<file path="src/rtl/hazard_ctrl_pkg.sv">
// Shared types for the pipeline hazard sequencer: FSM states and branch funct3 encodings.
package hazard_ctrl_pkg;

    typedef enum logic [1:0] {
        RUN      = 2'd0,
        MEM_WAIT = 2'd1,
        HALT_ERR = 2'd2
    } state_t;

    localparam logic [2:0] F3_BEQ  = 3'b000;
    localparam logic [2:0] F3_BNE  = 3'b001;
    localparam logic [2:0] F3_BLT  = 3'b100;
    localparam logic [2:0] F3_BGE  = 3'b101;
    localparam logic [2:0] F3_BLTU = 3'b110;
    localparam logic [2:0] F3_BGEU = 3'b111;

endpackage

</file>
<file path="src/rtl/hazard_ctrl_if.sv">
// Pipeline <-> hazard sequencer bundle: stage observations in, stall/flush/redirect controls out.
interface hazard_ctrl_if #(
    parameter int CntWidth = 32
);
    logic [4:0]          id_rs1_i;
    logic [4:0]          id_rs2_i;
    logic                id_uses_rs1_i;
    logic                id_uses_rs2_i;
    logic [4:0]          dx_rd_i;
    logic                dx_MemRead_i;
    logic                xm_branch_i;
    logic [2:0]          xm_funct3_i;
    logic                xm_zero_i;
    logic                xm_ltz_i;
    logic [63:0]         xm_BranchPC_i;
    logic                xm_MemRead_i;
    logic                xm_MemWrite_i;
    logic                dmem_ack_i;

    logic                pc_we_o;
    logic                pc_sel_o;
    logic [63:0]         pc_target_o;
    logic                fd_stall_o;
    logic                dx_stall_o;
    logic                xm_stall_o;
    logic                fd_flush_o;
    logic                dx_flush_o;
    logic                xm_flush_o;
    logic                mw_flush_o;
    logic                err_o;
    logic [CntWidth-1:0] stall_cycles_o;
    logic [CntWidth-1:0] flush_count_o;

    // Sequencer side.
    modport master (
        input  id_rs1_i, id_rs2_i, id_uses_rs1_i, id_uses_rs2_i,
        input  dx_rd_i, dx_MemRead_i,
        input  xm_branch_i, xm_funct3_i, xm_zero_i, xm_ltz_i, xm_BranchPC_i,
        input  xm_MemRead_i, xm_MemWrite_i, dmem_ack_i,
        output pc_we_o, pc_sel_o, pc_target_o,
        output fd_stall_o, dx_stall_o, xm_stall_o,
        output fd_flush_o, dx_flush_o, xm_flush_o, mw_flush_o,
        output err_o, stall_cycles_o, flush_count_o
    );

    // Pipeline side.
    modport slave (
        output id_rs1_i, id_rs2_i, id_uses_rs1_i, id_uses_rs2_i,
        output dx_rd_i, dx_MemRead_i,
        output xm_branch_i, xm_funct3_i, xm_zero_i, xm_ltz_i, xm_BranchPC_i,
        output xm_MemRead_i, xm_MemWrite_i, dmem_ack_i,
        input  pc_we_o, pc_sel_o, pc_target_o,
        input  fd_stall_o, dx_stall_o, xm_stall_o,
        input  fd_flush_o, dx_flush_o, xm_flush_o, mw_flush_o,
        input  err_o, stall_cycles_o, flush_count_o
    );

endinterface

</file>
<file path="src/rtl/hazard_ctrl_branch_cond.sv">
// Combinational branch condition from funct3 and ALU flags; 110/111 rely on the ALU's unsigned ltz.
module branch_cond
    import hazard_ctrl_pkg::*;
(
    input  logic [2:0] funct3_i,
    input  logic       zero_i,
    input  logic       ltz_i,
    output logic       taken_o
);

    always_comb begin
        taken_o = 1'b0;
        case (funct3_i)
            F3_BEQ:           taken_o = zero_i;
            F3_BNE:           taken_o = ~zero_i;
            F3_BLT, F3_BLTU:  taken_o = ltz_i;
            F3_BGE, F3_BGEU:  taken_o = ~ltz_i;
            default:          taken_o = 1'b0;
        endcase
    end

endmodule

</file>
<file path="src/rtl/hazard_ctrl.sv">
// Pipeline sequencer: load-use bubbles, XM branch redirects, data-memory wait with watchdog.
// All controls are combinational from state and stage inputs; state and counters advance on clk_i.
module hazard_ctrl
    import hazard_ctrl_pkg::*;
#(
    parameter int MemTimeout = 16,
    parameter int CntWidth   = 32
) (
    input  logic          clk_i,
    input  logic          reset_ni,
    hazard_ctrl_if.master hz
);

    localparam int WdWidth = (MemTimeout > 2) ? $clog2(MemTimeout) : 1;
    localparam logic [WdWidth-1:0] WdLast = WdWidth'(MemTimeout - 1);

    state_t              state_q, state_d;
    logic [WdWidth-1:0]  wd_q, wd_d, wd_inc;
    logic [CntWidth-1:0] stall_cnt_q, stall_cnt_d;
    logic [CntWidth-1:0] flush_cnt_q, flush_cnt_d;

    logic cond_taken, taken, load_use, mem_pend, use_run, freeze;
    logic pc_we, pc_sel, redirect, err;
    logic fd_stall, dx_stall, xm_stall;
    logic fd_flush, dx_flush, xm_flush, mw_flush;
    logic [63:0] pc_target;

    branch_cond u_branch_cond (
        .funct3_i (hz.xm_funct3_i),
        .zero_i   (hz.xm_zero_i),
        .ltz_i    (hz.xm_ltz_i),
        .taken_o  (cond_taken)
    );

    assign taken    = hz.xm_branch_i & cond_taken;
    assign load_use = hz.dx_MemRead_i & (hz.dx_rd_i != 5'd0) &
                      ((hz.id_uses_rs1_i & (hz.id_rs1_i == hz.dx_rd_i)) |
                       (hz.id_uses_rs2_i & (hz.id_rs2_i == hz.dx_rd_i)));
    assign mem_pend = (hz.xm_MemRead_i | hz.xm_MemWrite_i) & ~hz.dmem_ack_i;

    // The ack cycle of a wait behaves exactly like a RUN cycle.
    assign use_run = (state_q == RUN) | ((state_q == MEM_WAIT) & hz.dmem_ack_i);
    assign freeze  = ~use_run | mem_pend;
    assign wd_inc  = wd_q + WdWidth'(1);

    always_ff @(posedge clk_i or negedge reset_ni) begin
        if (!reset_ni) begin
            state_q <= RUN;
            wd_q    <= '0;
        end else begin
            state_q <= state_d;
            wd_q    <= wd_d;
        end
    end

    always_comb begin
        state_d = state_q;
        wd_d    = wd_q;
        case (state_q)
            RUN: begin
                if (mem_pend) begin
                    state_d = MEM_WAIT;
                    wd_d    = '0;
                end
            end
            MEM_WAIT: begin
                if (hz.dmem_ack_i) begin
                    state_d = RUN;
                    wd_d    = '0;
                end else begin
                    wd_d = wd_inc;
                    if (wd_inc == WdLast) begin
                        state_d = HALT_ERR;
                    end
                end
            end
            HALT_ERR: state_d = HALT_ERR;
            default:  state_d = RUN;
        endcase
    end

    always_comb begin
        pc_we     = 1'b1;
        pc_sel    = 1'b0;
        pc_target = 64'd0;
        redirect  = 1'b0;
        err       = 1'b0;
        fd_stall  = 1'b0;
        dx_stall  = 1'b0;
        xm_stall  = 1'b0;
        fd_flush  = 1'b0;
        dx_flush  = 1'b0;
        xm_flush  = 1'b0;
        mw_flush  = 1'b0;
        if (!reset_ni) begin
            pc_we    = 1'b0;
            fd_flush = 1'b1;
            dx_flush = 1'b1;
            xm_flush = 1'b1;
            mw_flush = 1'b1;
        end else if (freeze) begin
            pc_we    = 1'b0;
            fd_stall = 1'b1;
            dx_stall = 1'b1;
            xm_stall = 1'b1;
            mw_flush = 1'b1;
            err      = (state_q == HALT_ERR);
        end else if (taken) begin
            pc_sel    = 1'b1;
            pc_target = hz.xm_BranchPC_i;
            redirect  = 1'b1;
            fd_flush  = 1'b1;
            dx_flush  = 1'b1;
            xm_flush  = 1'b1;
        end else if (load_use) begin
            pc_we    = 1'b0;
            fd_stall = 1'b1;
            dx_flush = 1'b1;
        end
    end

    always_comb begin
        stall_cnt_d = stall_cnt_q;
        flush_cnt_d = flush_cnt_q;
        if (!pc_we && (stall_cnt_q != {CntWidth{1'b1}})) begin
            stall_cnt_d = stall_cnt_q + CntWidth'(1);
        end
        if (redirect && (flush_cnt_q != {CntWidth{1'b1}})) begin
            flush_cnt_d = flush_cnt_q + CntWidth'(1);
        end
    end

    always_ff @(posedge clk_i or negedge reset_ni) begin
        if (!reset_ni) begin
            stall_cnt_q <= '0;
            flush_cnt_q <= '0;
        end else begin
            stall_cnt_q <= stall_cnt_d;
            flush_cnt_q <= flush_cnt_d;
        end
    end

    assign hz.pc_we_o        = pc_we;
    assign hz.pc_sel_o       = pc_sel;
    assign hz.pc_target_o    = pc_target;
    assign hz.fd_stall_o     = fd_stall;
    assign hz.dx_stall_o     = dx_stall;
    assign hz.xm_stall_o     = xm_stall;
    assign hz.fd_flush_o     = fd_flush;
    assign hz.dx_flush_o     = dx_flush;
    assign hz.xm_flush_o     = xm_flush;
    assign hz.mw_flush_o     = mw_flush;
    assign hz.err_o          = err;
    assign hz.stall_cycles_o = stall_cnt_q;
    assign hz.flush_count_o  = flush_cnt_q;

endmodule

</file>
<file path="src/flat_wrapper.sv">
// flat-port wrapper written by rule: the top's interface ports become plain ports
module hazard_ctrl_flat import hazard_ctrl_pkg::*;
#(
    parameter int MemTimeout = 16,
    parameter int CntWidth   = 32
)
  (clk_i, reset_ni, hz_id_rs1_i, hz_id_rs2_i, hz_id_uses_rs1_i, hz_id_uses_rs2_i, hz_dx_rd_i, hz_dx_MemRead_i, hz_xm_branch_i, hz_xm_funct3_i, hz_xm_zero_i, hz_xm_ltz_i, hz_xm_BranchPC_i, hz_xm_MemRead_i, hz_xm_MemWrite_i, hz_dmem_ack_i, hz_pc_we_o, hz_pc_sel_o, hz_pc_target_o, hz_fd_stall_o, hz_dx_stall_o, hz_xm_stall_o, hz_fd_flush_o, hz_dx_flush_o, hz_xm_flush_o, hz_mw_flush_o, hz_err_o, hz_stall_cycles_o, hz_flush_count_o);
  hazard_ctrl_if #(.CntWidth(CntWidth)) hz_i ();
  input  logic clk_i;
  input  logic reset_ni;
  input wire logic [$bits(hz_i.id_rs1_i)-1:0] hz_id_rs1_i;
  input wire logic [$bits(hz_i.id_rs2_i)-1:0] hz_id_rs2_i;
  input wire logic [$bits(hz_i.id_uses_rs1_i)-1:0] hz_id_uses_rs1_i;
  input wire logic [$bits(hz_i.id_uses_rs2_i)-1:0] hz_id_uses_rs2_i;
  input wire logic [$bits(hz_i.dx_rd_i)-1:0] hz_dx_rd_i;
  input wire logic [$bits(hz_i.dx_MemRead_i)-1:0] hz_dx_MemRead_i;
  input wire logic [$bits(hz_i.xm_branch_i)-1:0] hz_xm_branch_i;
  input wire logic [$bits(hz_i.xm_funct3_i)-1:0] hz_xm_funct3_i;
  input wire logic [$bits(hz_i.xm_zero_i)-1:0] hz_xm_zero_i;
  input wire logic [$bits(hz_i.xm_ltz_i)-1:0] hz_xm_ltz_i;
  input wire logic [$bits(hz_i.xm_BranchPC_i)-1:0] hz_xm_BranchPC_i;
  input wire logic [$bits(hz_i.xm_MemRead_i)-1:0] hz_xm_MemRead_i;
  input wire logic [$bits(hz_i.xm_MemWrite_i)-1:0] hz_xm_MemWrite_i;
  input wire logic [$bits(hz_i.dmem_ack_i)-1:0] hz_dmem_ack_i;
  output wire logic [$bits(hz_i.pc_we_o)-1:0] hz_pc_we_o;
  output wire logic [$bits(hz_i.pc_sel_o)-1:0] hz_pc_sel_o;
  output wire logic [$bits(hz_i.pc_target_o)-1:0] hz_pc_target_o;
  output wire logic [$bits(hz_i.fd_stall_o)-1:0] hz_fd_stall_o;
  output wire logic [$bits(hz_i.dx_stall_o)-1:0] hz_dx_stall_o;
  output wire logic [$bits(hz_i.xm_stall_o)-1:0] hz_xm_stall_o;
  output wire logic [$bits(hz_i.fd_flush_o)-1:0] hz_fd_flush_o;
  output wire logic [$bits(hz_i.dx_flush_o)-1:0] hz_dx_flush_o;
  output wire logic [$bits(hz_i.xm_flush_o)-1:0] hz_xm_flush_o;
  output wire logic [$bits(hz_i.mw_flush_o)-1:0] hz_mw_flush_o;
  output wire logic [$bits(hz_i.err_o)-1:0] hz_err_o;
  output wire logic [$bits(hz_i.stall_cycles_o)-1:0] hz_stall_cycles_o;
  output wire logic [$bits(hz_i.flush_count_o)-1:0] hz_flush_count_o;
  assign hz_i.id_rs1_i = hz_id_rs1_i;
  assign hz_i.id_rs2_i = hz_id_rs2_i;
  assign hz_i.id_uses_rs1_i = hz_id_uses_rs1_i;
  assign hz_i.id_uses_rs2_i = hz_id_uses_rs2_i;
  assign hz_i.dx_rd_i = hz_dx_rd_i;
  assign hz_i.dx_MemRead_i = hz_dx_MemRead_i;
  assign hz_i.xm_branch_i = hz_xm_branch_i;
  assign hz_i.xm_funct3_i = hz_xm_funct3_i;
  assign hz_i.xm_zero_i = hz_xm_zero_i;
  assign hz_i.xm_ltz_i = hz_xm_ltz_i;
  assign hz_i.xm_BranchPC_i = hz_xm_BranchPC_i;
  assign hz_i.xm_MemRead_i = hz_xm_MemRead_i;
  assign hz_i.xm_MemWrite_i = hz_xm_MemWrite_i;
  assign hz_i.dmem_ack_i = hz_dmem_ack_i;
  assign hz_pc_we_o = hz_i.pc_we_o;
  assign hz_pc_sel_o = hz_i.pc_sel_o;
  assign hz_pc_target_o = hz_i.pc_target_o;
  assign hz_fd_stall_o = hz_i.fd_stall_o;
  assign hz_dx_stall_o = hz_i.dx_stall_o;
  assign hz_xm_stall_o = hz_i.xm_stall_o;
  assign hz_fd_flush_o = hz_i.fd_flush_o;
  assign hz_dx_flush_o = hz_i.dx_flush_o;
  assign hz_xm_flush_o = hz_i.xm_flush_o;
  assign hz_mw_flush_o = hz_i.mw_flush_o;
  assign hz_err_o = hz_i.err_o;
  assign hz_stall_cycles_o = hz_i.stall_cycles_o;
  assign hz_flush_count_o = hz_i.flush_count_o;
  hazard_ctrl #(.MemTimeout(MemTimeout), .CntWidth(CntWidth)) u_core (.clk_i(clk_i), .reset_ni(reset_ni), .hz(hz_i));
endmodule
</file>
<file path="config.mk">
export PLATFORM = sky130hd
export DESIGN_NAME = hazard_ctrl_flat
export DESIGN_NICKNAME = d
export VERILOG_FILES = /design/src/rtl/hazard_ctrl_pkg.sv /design/src/rtl/hazard_ctrl_if.sv /design/src/rtl/hazard_ctrl_branch_cond.sv /design/src/rtl/hazard_ctrl.sv /design/src/flat_wrapper.sv
export SDC_FILE = /design/constraint.sdc
export NUM_CORES = 1
export LEC_CHECK = 0
export ABC_CLOCK_PERIOD_IN_PS = 3100
export BUFFER_PORTS_ARGS = -buffer_cell sky130_fd_sc_hd__buf_4
export CAP_MARGIN = 20
export CORE_MARGIN = 3
export CORE_UTILIZATION = 49
export DETAILED_ROUTE_END_ITERATION = 8
export PLACE_DENSITY_LB_ADDON = 0.3
export SYNTH_ARGS = -nofsm -noshare
export SYNTH_HDL_FRONTEND = slang
export SYNTH_SLANG_ARGS = --single-unit
</file>
<file path="constraint.sdc">
create_clock -name clk_i -period 3.1 [get_ports clk_i]
set_input_delay 0.31 -clock clk_i [delete_from_list [all_inputs] [get_ports clk_i]]
set_output_delay 0.31 -clock clk_i [all_outputs]
set_load 0.02 [all_outputs]
</file>
==> flow_summary.toml, run 1 <==
[floorplan]
start_util_pct = 50.9
core_area_sq_um = 8260
dieArea_sq_um = 9730
core.rowCount = 33
die_w_um = 98.6
die_h_um = 98.6
io_pins = 231

[global_routing]
antenna_found_initial = 0
grt_overflow_total = 0
grt_max_degree = 74
grt_pass1_wl_um = 20100
grt_usage_pct = 25.4
first_global_vias = 3941

[sta]
setup_viol = 0
fin_skew_ns = 0.00780
fin_crit_sh_pct = 93.6
rsz0062_at_grt = "no"
fmax_mhz = 345
layout_setup_ws_ns = 0.199
slew_headroom_pct = 39.8
final-hold-violation-count = 0
report.final.slew_viol_count = 0
period_needed_ns = 2.90
worst_pin_slew_ns = 0.902
tns_ns = 0

[logic_synthesis]
netlist.top_cell.by_area = "dfrtp_1"
asyncSetResetFlopFracSynth_pct = 100
synth_common_cells = "70 x dfrtp_1, 67 x and2_1, 47 x xor2_1"
synthCells = 439
synth_cell_types = 53
ys_warn_count = 0
synth_edf_count = 0
synth_area_sq_um = 4210
yosysSeqAreaShare_pct = 41.7
syn-num-nets = 536
ys_seq_elements = 70
synth.most_common_cell = "dfrtp_1"
synth_ff_type = "dfrtp_1"
synth_area_leaders = "dfrtp_1 42%, and2_1 10%, xor2_1 9.8%"
synth_top_cell_area_share_pct = 41.7
syn_area_per_cell_sq_um = 9.58

[clocking]
htree_levels = 3
clk_pin_slew_worst_paths_ns = 0.08
cts_made_buffers = 9
clockBufferDepth = 2
cts_sinks = 70
cts_tree = "done"
cts-root-buf = "clkbuf_8"
insertion_delay_ns = 0.35

[setup_path]
endpoint_kind = "output port"
cp.required_ns = 2.79
critPathMaxStageDelay_ns = 0.60
crit_slowest_cell = "or4b_4"
crit_type = "reg2out"
cp_cell_sequence = "nor3_2 > o211ai_2 > or4b_4 > clkinv_4 > and2_1 > buf_4"
cp_num_buf_inv = 2
start_kind = "flop"
critPathMaxFanout = 73
critPathTopFamily = "simple AND/OR/NAND/NOR gates"
cp.arrival_ns = 2.59

[drt]
viasPerCell = 5.24
drtPass1Iterations = 4
vias = 4075
drt_iter0_drc = 270
wirelength_um = 12400
wire_per_inst_um = 16.0
route.detailed.drc = 0
ant_nets = 0

[placement]
dpl.hpwl_um = 9700
place.gp.congestion = 0.809
pre_cts_ws_ns = 0.319
port_buffers = 230

[outcome]
run_status = "complete, no violations"

[cells_and_area]
drive_gt1_share_pct = 40.0
area_delta_synth_final_pct = 47.6
final_nets = 765
antenna_cells = 0

[pwr]
p_per_area_nw_per_um2 = 476
vdd_ir_drop_max_mv = 0.438
leakage_nw = 3.05
p_total_mw = 2.96

[min_path]
hold_path_class = "in2async"

[run]
maxCapViolCount = 0
registers in the layout, summed over array words and instances, names as in the netlist:
register                  count
u_core.hz.flush_count_o      32
u_core.hz.stall_cycles_o     32
u_core.state_q                2
u_core.wd_q                   4
cells in the final DEF, fill, tap and decap left out, types with 2 or more instances in the layout:
| master | count |
|---|---|
| a21oi_1 | 2 |
| and2_1 | 67 |
| and3_1 | 4 |
| and4_1 | 7 |
| buf_4 | 236 |
| clkbuf_8 | 9 |
| clkinv_2 | 2 |
| clkinv_4 | 2 |
| clkinvlp_4 | 2 |
| dfrtp_1 | 70 |
| ha_1 | 4 |
| inv_1 | 4 |
| nand2_1 | 39 |
| nand2b_1 | 4 |
| nand3_1 | 23 |
| nand4_1 | 22 |
| nor2_1 | 28 |
| nor3_1 | 16 |
| nor3_2 | 3 |
| nor3b_1 | 4 |
| nor4_1 | 9 |
| o21a_1 | 2 |
| o21ai_0 | 8 |
| o22ai_1 | 2 |
| or4_1 | 3 |
| xnor2_1 | 27 |
| xor2_1 | 47 |
worst reg2reg max path, stage by stage (launching register included):
cell      delay (ns)
dfrtp_1         0.44
nor3_2          0.26
o211ai_2        0.15
or4b_4          0.60
a31oi_4         0.52
buf_4           0.28
nor4_1          0.08
xor2_1          0.16
report_power, final:
group	internal (mW)	switching (mW)	total, mW
registers	1.05	0.196	1.25
clock network	0.372	0.370	0.743
logic	0.443	0.525	0.968
cell type report:
type                    instances  area, sq um
flip-flops and latches         70         1750
fillers                       598         2050
repair buffers                236         1770
well taps                     105          131
clock buffers                   9          124
multi-input cells             346         2330
inverters                       5         23.8
clock inverters                 7         72.6
cell families after synthesis:
| family | count (synthesis) | synth area share [%] |
|---|---|---|
| multiplexers | 2 | 0.625 |
| XOR/XNOR | 74 | 15.4 |
| adder cells (fa/ha/maj) | 4 | 1.19 |
| AO/OA/AOI/OAI | 25 | 5.12 |
| AND/OR/NAND/NOR | 241 | 33.1 |
| buffers and inverters | 23 | 2.86 |
| flip-flops | 70 | 41.7 |
metrics by stage:
stage               util, %  instance area [sq um]  hold WS [ns]  cells
finish                 75.2                   6210         0.237    778
global route           75.2                   6210         0.240    778
CTS                    75.2                   6210         0.241    778
detailed placement     72.8                   6010         0.484    762
global placement       72.8                   6010         0.480    762
floorplan                 -                   4210        0.0144    439
final timing paths:
| kind | from | endpoint | slack [ns] | depth (start not counted) |
|---|---|---|---|---|
| worst min register to register | u_core.hz.stall_cycles_o[9] | u_core.hz.stall_cycles_o[9] | 0.51 | 1 |
| max in group asynchronous | reset_ni | u_core.hz.stall_cycles_o[30] | 2.28 | 2 |
| min in group clk_i | hz_dmem_ack_i | u_core.state_q[0] | 0.26 | 4 |
| worst max register to register | u_core.state_q[0] | u_core.hz.stall_cycles_o[16] | 0.47 | 7 |
| worst max-delay path | u_core.state_q[0] | hz_pc_target_o[55] | 0.20 | 6 |
| worst min-delay path | reset_ni | u_core.hz.flush_count_o[28] | 0.24 | 2 |
timing repair:
item,in CTS,in global routing
endpoints found under the hold margin,0,0
endpoints found under the setup margin,1,0
resized for setup,1,0
buffers inserted,0,0
hold buffers,0,0
layer usage:
metal	GRT usage [%]	routed length [um]
met1	35.3	5200
met2	39.5	5910
met3	8.63	1190
met4	4.20	133
met5	0	0
No activity file was read; power rests on OpenSTA's default activity.
==> run 2: changes to the inputs <==
Settings changed: CTS_CLUSTER_DIAMETER from default to 60, GPL_TIMING_DRIVEN from default to 0.
==> flow_summary.toml, run 2 (synthesis gave the netlist of run 1 again) <==
[sta]
slew_headroom_pct = 53.3
fmax_mhz = 332
period_needed_ns = 3.01
final-hold-violation-count = 39
worst_pin_slew_ns = 0.696
holdWs_ns = -0.0185
fin_skew_ns = 0.0136
setup_viol = 0
tns_ns = 0
fin_crit_sh_pct = 97.1
report.final.slew_viol_count = 0
rsz0062_at_grt = "no"

[setup_path]
cp.required_ns = 2.79
crit_type = "reg2out"
crit_slowest_cell = "or4b_4"
critPathMaxStageDelay_ns = 0.65
endpoint_kind = "output port"
critPathTopFamily = "simple AND/OR/NAND/NOR gates"
worstReg2RegEnd = "u_core.hz.flush_count_o[5]"
r2r-start = "u_core.state_q[0]"
critPathMaxFanout = 10
cp.depth = 8
startpoint = "u_core.state_q[0]"
rr_worst_depth = 8
cp.arrival_ns = 2.70
start_kind = "flop"
cp_cell_sequence = "nor3_4 > o211ai_2 > or4b_4 > clkinv_2 > buf_6 > clkbuf_4 > and2_1 > buf_4"
rrSetupSlack_ns = 0.65
cp_num_buf_inv = 4

[run]
maxCapViolCount = 0

[placement]
port_buffers = 230
place.gp.congestion = 0.822
placed_cells = 774
dpl.hpwl_um = 10100
placed_area_sq_um = 6060

[cells_and_area]
regArea_sq_um = 1750
drive_gt1_share_pct = 40.7
final_common_cell = "buf_4"
fillers = 602
postLayoutCoreUtil_pct = 75.7
fin_area_sq_um = 6250
final_cell_mix = "234 x buf_4, 70 x dfrtp_1, 67 x and2_1"
multi_input_area_sq_um = 2340
final_nets = 779
area_delta_synth_final_pct = 48.7
antenna_cells = 0
final_cells = 791

[drt]
wirelength_um = 12900
viasPerCell = 5.31
drt_iter0_drc = 160
wire_per_inst_um = 16.3
ant_nets = 0
vias = 4197
route.detailed.drc = 0
drtPass1Iterations = 4

[pwr]
pwr-share-seq_pct = 43.8
p_switching_mw = 1.07
p_sw_share_pct = 37.4
vdd_ir_drop_max_mv = 0.465
leakage_nw = 3.10
p_comb_share_pct = 34.8
p_per_area_nw_per_um2 = 456
internal-power_mw = 1.79
p_clk_share_pct = 21.4

[clocking]
cts_hold_buf = 0
insertion_delay_ns = 0.34
htree_levels = 3
cts-root-buf = "clkbuf_8"
cts_tree = "done"
clk_pin_slew_worst_paths_ns = 0.07
cts_made_buffers = 9
clockBufferDepth = 2
cts_sinks = 70

[floorplan]
die_h_um = 98.6
die_w_um = 98.6
core_area_sq_um = 8260
io_pins = 231
start_util_pct = 50.9
core.rowCount = 33
dieArea_sq_um = 9730

[global_routing]
grt_overflow_total = 0
grt_max_degree = 75
antenna_found_initial = 0
first_global_vias = 4121
grt_pass1_wl_um = 20700
grt_usage_pct = 26.1

[outcome]
violations = "negative hold slack"
run_status = "complete, but fails checks"

[min_path]
hold_path_class = "in2async"
==> run 2: cell count changes in the layout (fill, tap and decap cells not counted), moves of 2 or more <==
cell,before,now
clkbuf_2,0,5
buf_2,0,5
buf_6,0,3
clkbuf_1,0,2
clkinv_2,2,5
clkinv_4,2,0
buf_4,236,234
==> run 2: power by group through the flow <==
| stage | Combinational, mW | Sequential (mW) | Clock (mW) |
|---|---|---|---|
| final | 0.991 | 1.25 | 0.611 |
| after global routing | 1.06 | 1.27 | 0.674 |
| after CTS | 0.993 | 1.25 | 0.624 |
| after detailed placement | 0.985 | 1.26 | 0 |
| after global placement | 0.963 | 1.25 | 0 |
| after floorplan | 0.381 | 1.38 | 0 |
==> run 2: stage by stage <==
stage	hold WS, ns	setup WS [ns]	power, mW
4_1_cts	0.000567	0.0157	2.86
3_5_place_dp	0.481	-0.216	2.24
3_3_place_gp	0.479	-0.201	2.21
2_1_floorplan	0.0144	0.516	1.76
6_report	-0.0185	0.0907	2.85
5_1_grt	0.0138	0.0136	3.01
==> run 2: metal layers <==
metal / vias up / GRT usage [%] / routed length, um
met5: - / 0 / 0
met4: 0 / 3.99 / 97
met3: 13 / 6.23 / 1080
met2: 193 / 43.6 / 6280
met1: 1998 / 35.6 / 5400
li1: 1993 / - / -
==> run 2: worst max-delay path by stage <==
stage	end	slack, ns
2_1_floorplan	hz_pc_target_o[54]	0.52
3_3_place_gp	hz_pc_target_o[55]	-0.20
3_5_place_dp	hz_pc_target_o[55]	-0.22
4_1_cts	hz_pc_target_o[48]	0.02
5_1_grt	hz_pc_target_o[55]	0.01
6_report	hz_pc_target_o[55]	0.09
==> run 2: timing repair <==
item | CTS | global route
pin swaps | 0 | 1
setup endpoints to repair | 60 | 41
buffers inserted | 0 | 2
gates resized for setup | 3 | 11
gates cloned | 0 | 0
==> run 2: cell type report <==
class	count	share of cell area, %
Tap cell	105	2.10
Clock buffer	10	2.04
Sequential cell	70	28.0
Timing Repair Buffer	232	27.9
Multi-Input combinational cell	346	37.4
Buffer	18	1.76
Inverter	5	0.320
Clock inverter	5	0.440
==> run 2: worst register-to-register path: cells and delay by family, from the launching register on <==
family / cells / cell delay, ns
simple gates: 3 / 1.16
flops: 1 / 0.47
compound gates: 2 / 0.30
buf+inv: 2 / 0.23
xor+xnor: 1 / 0.20
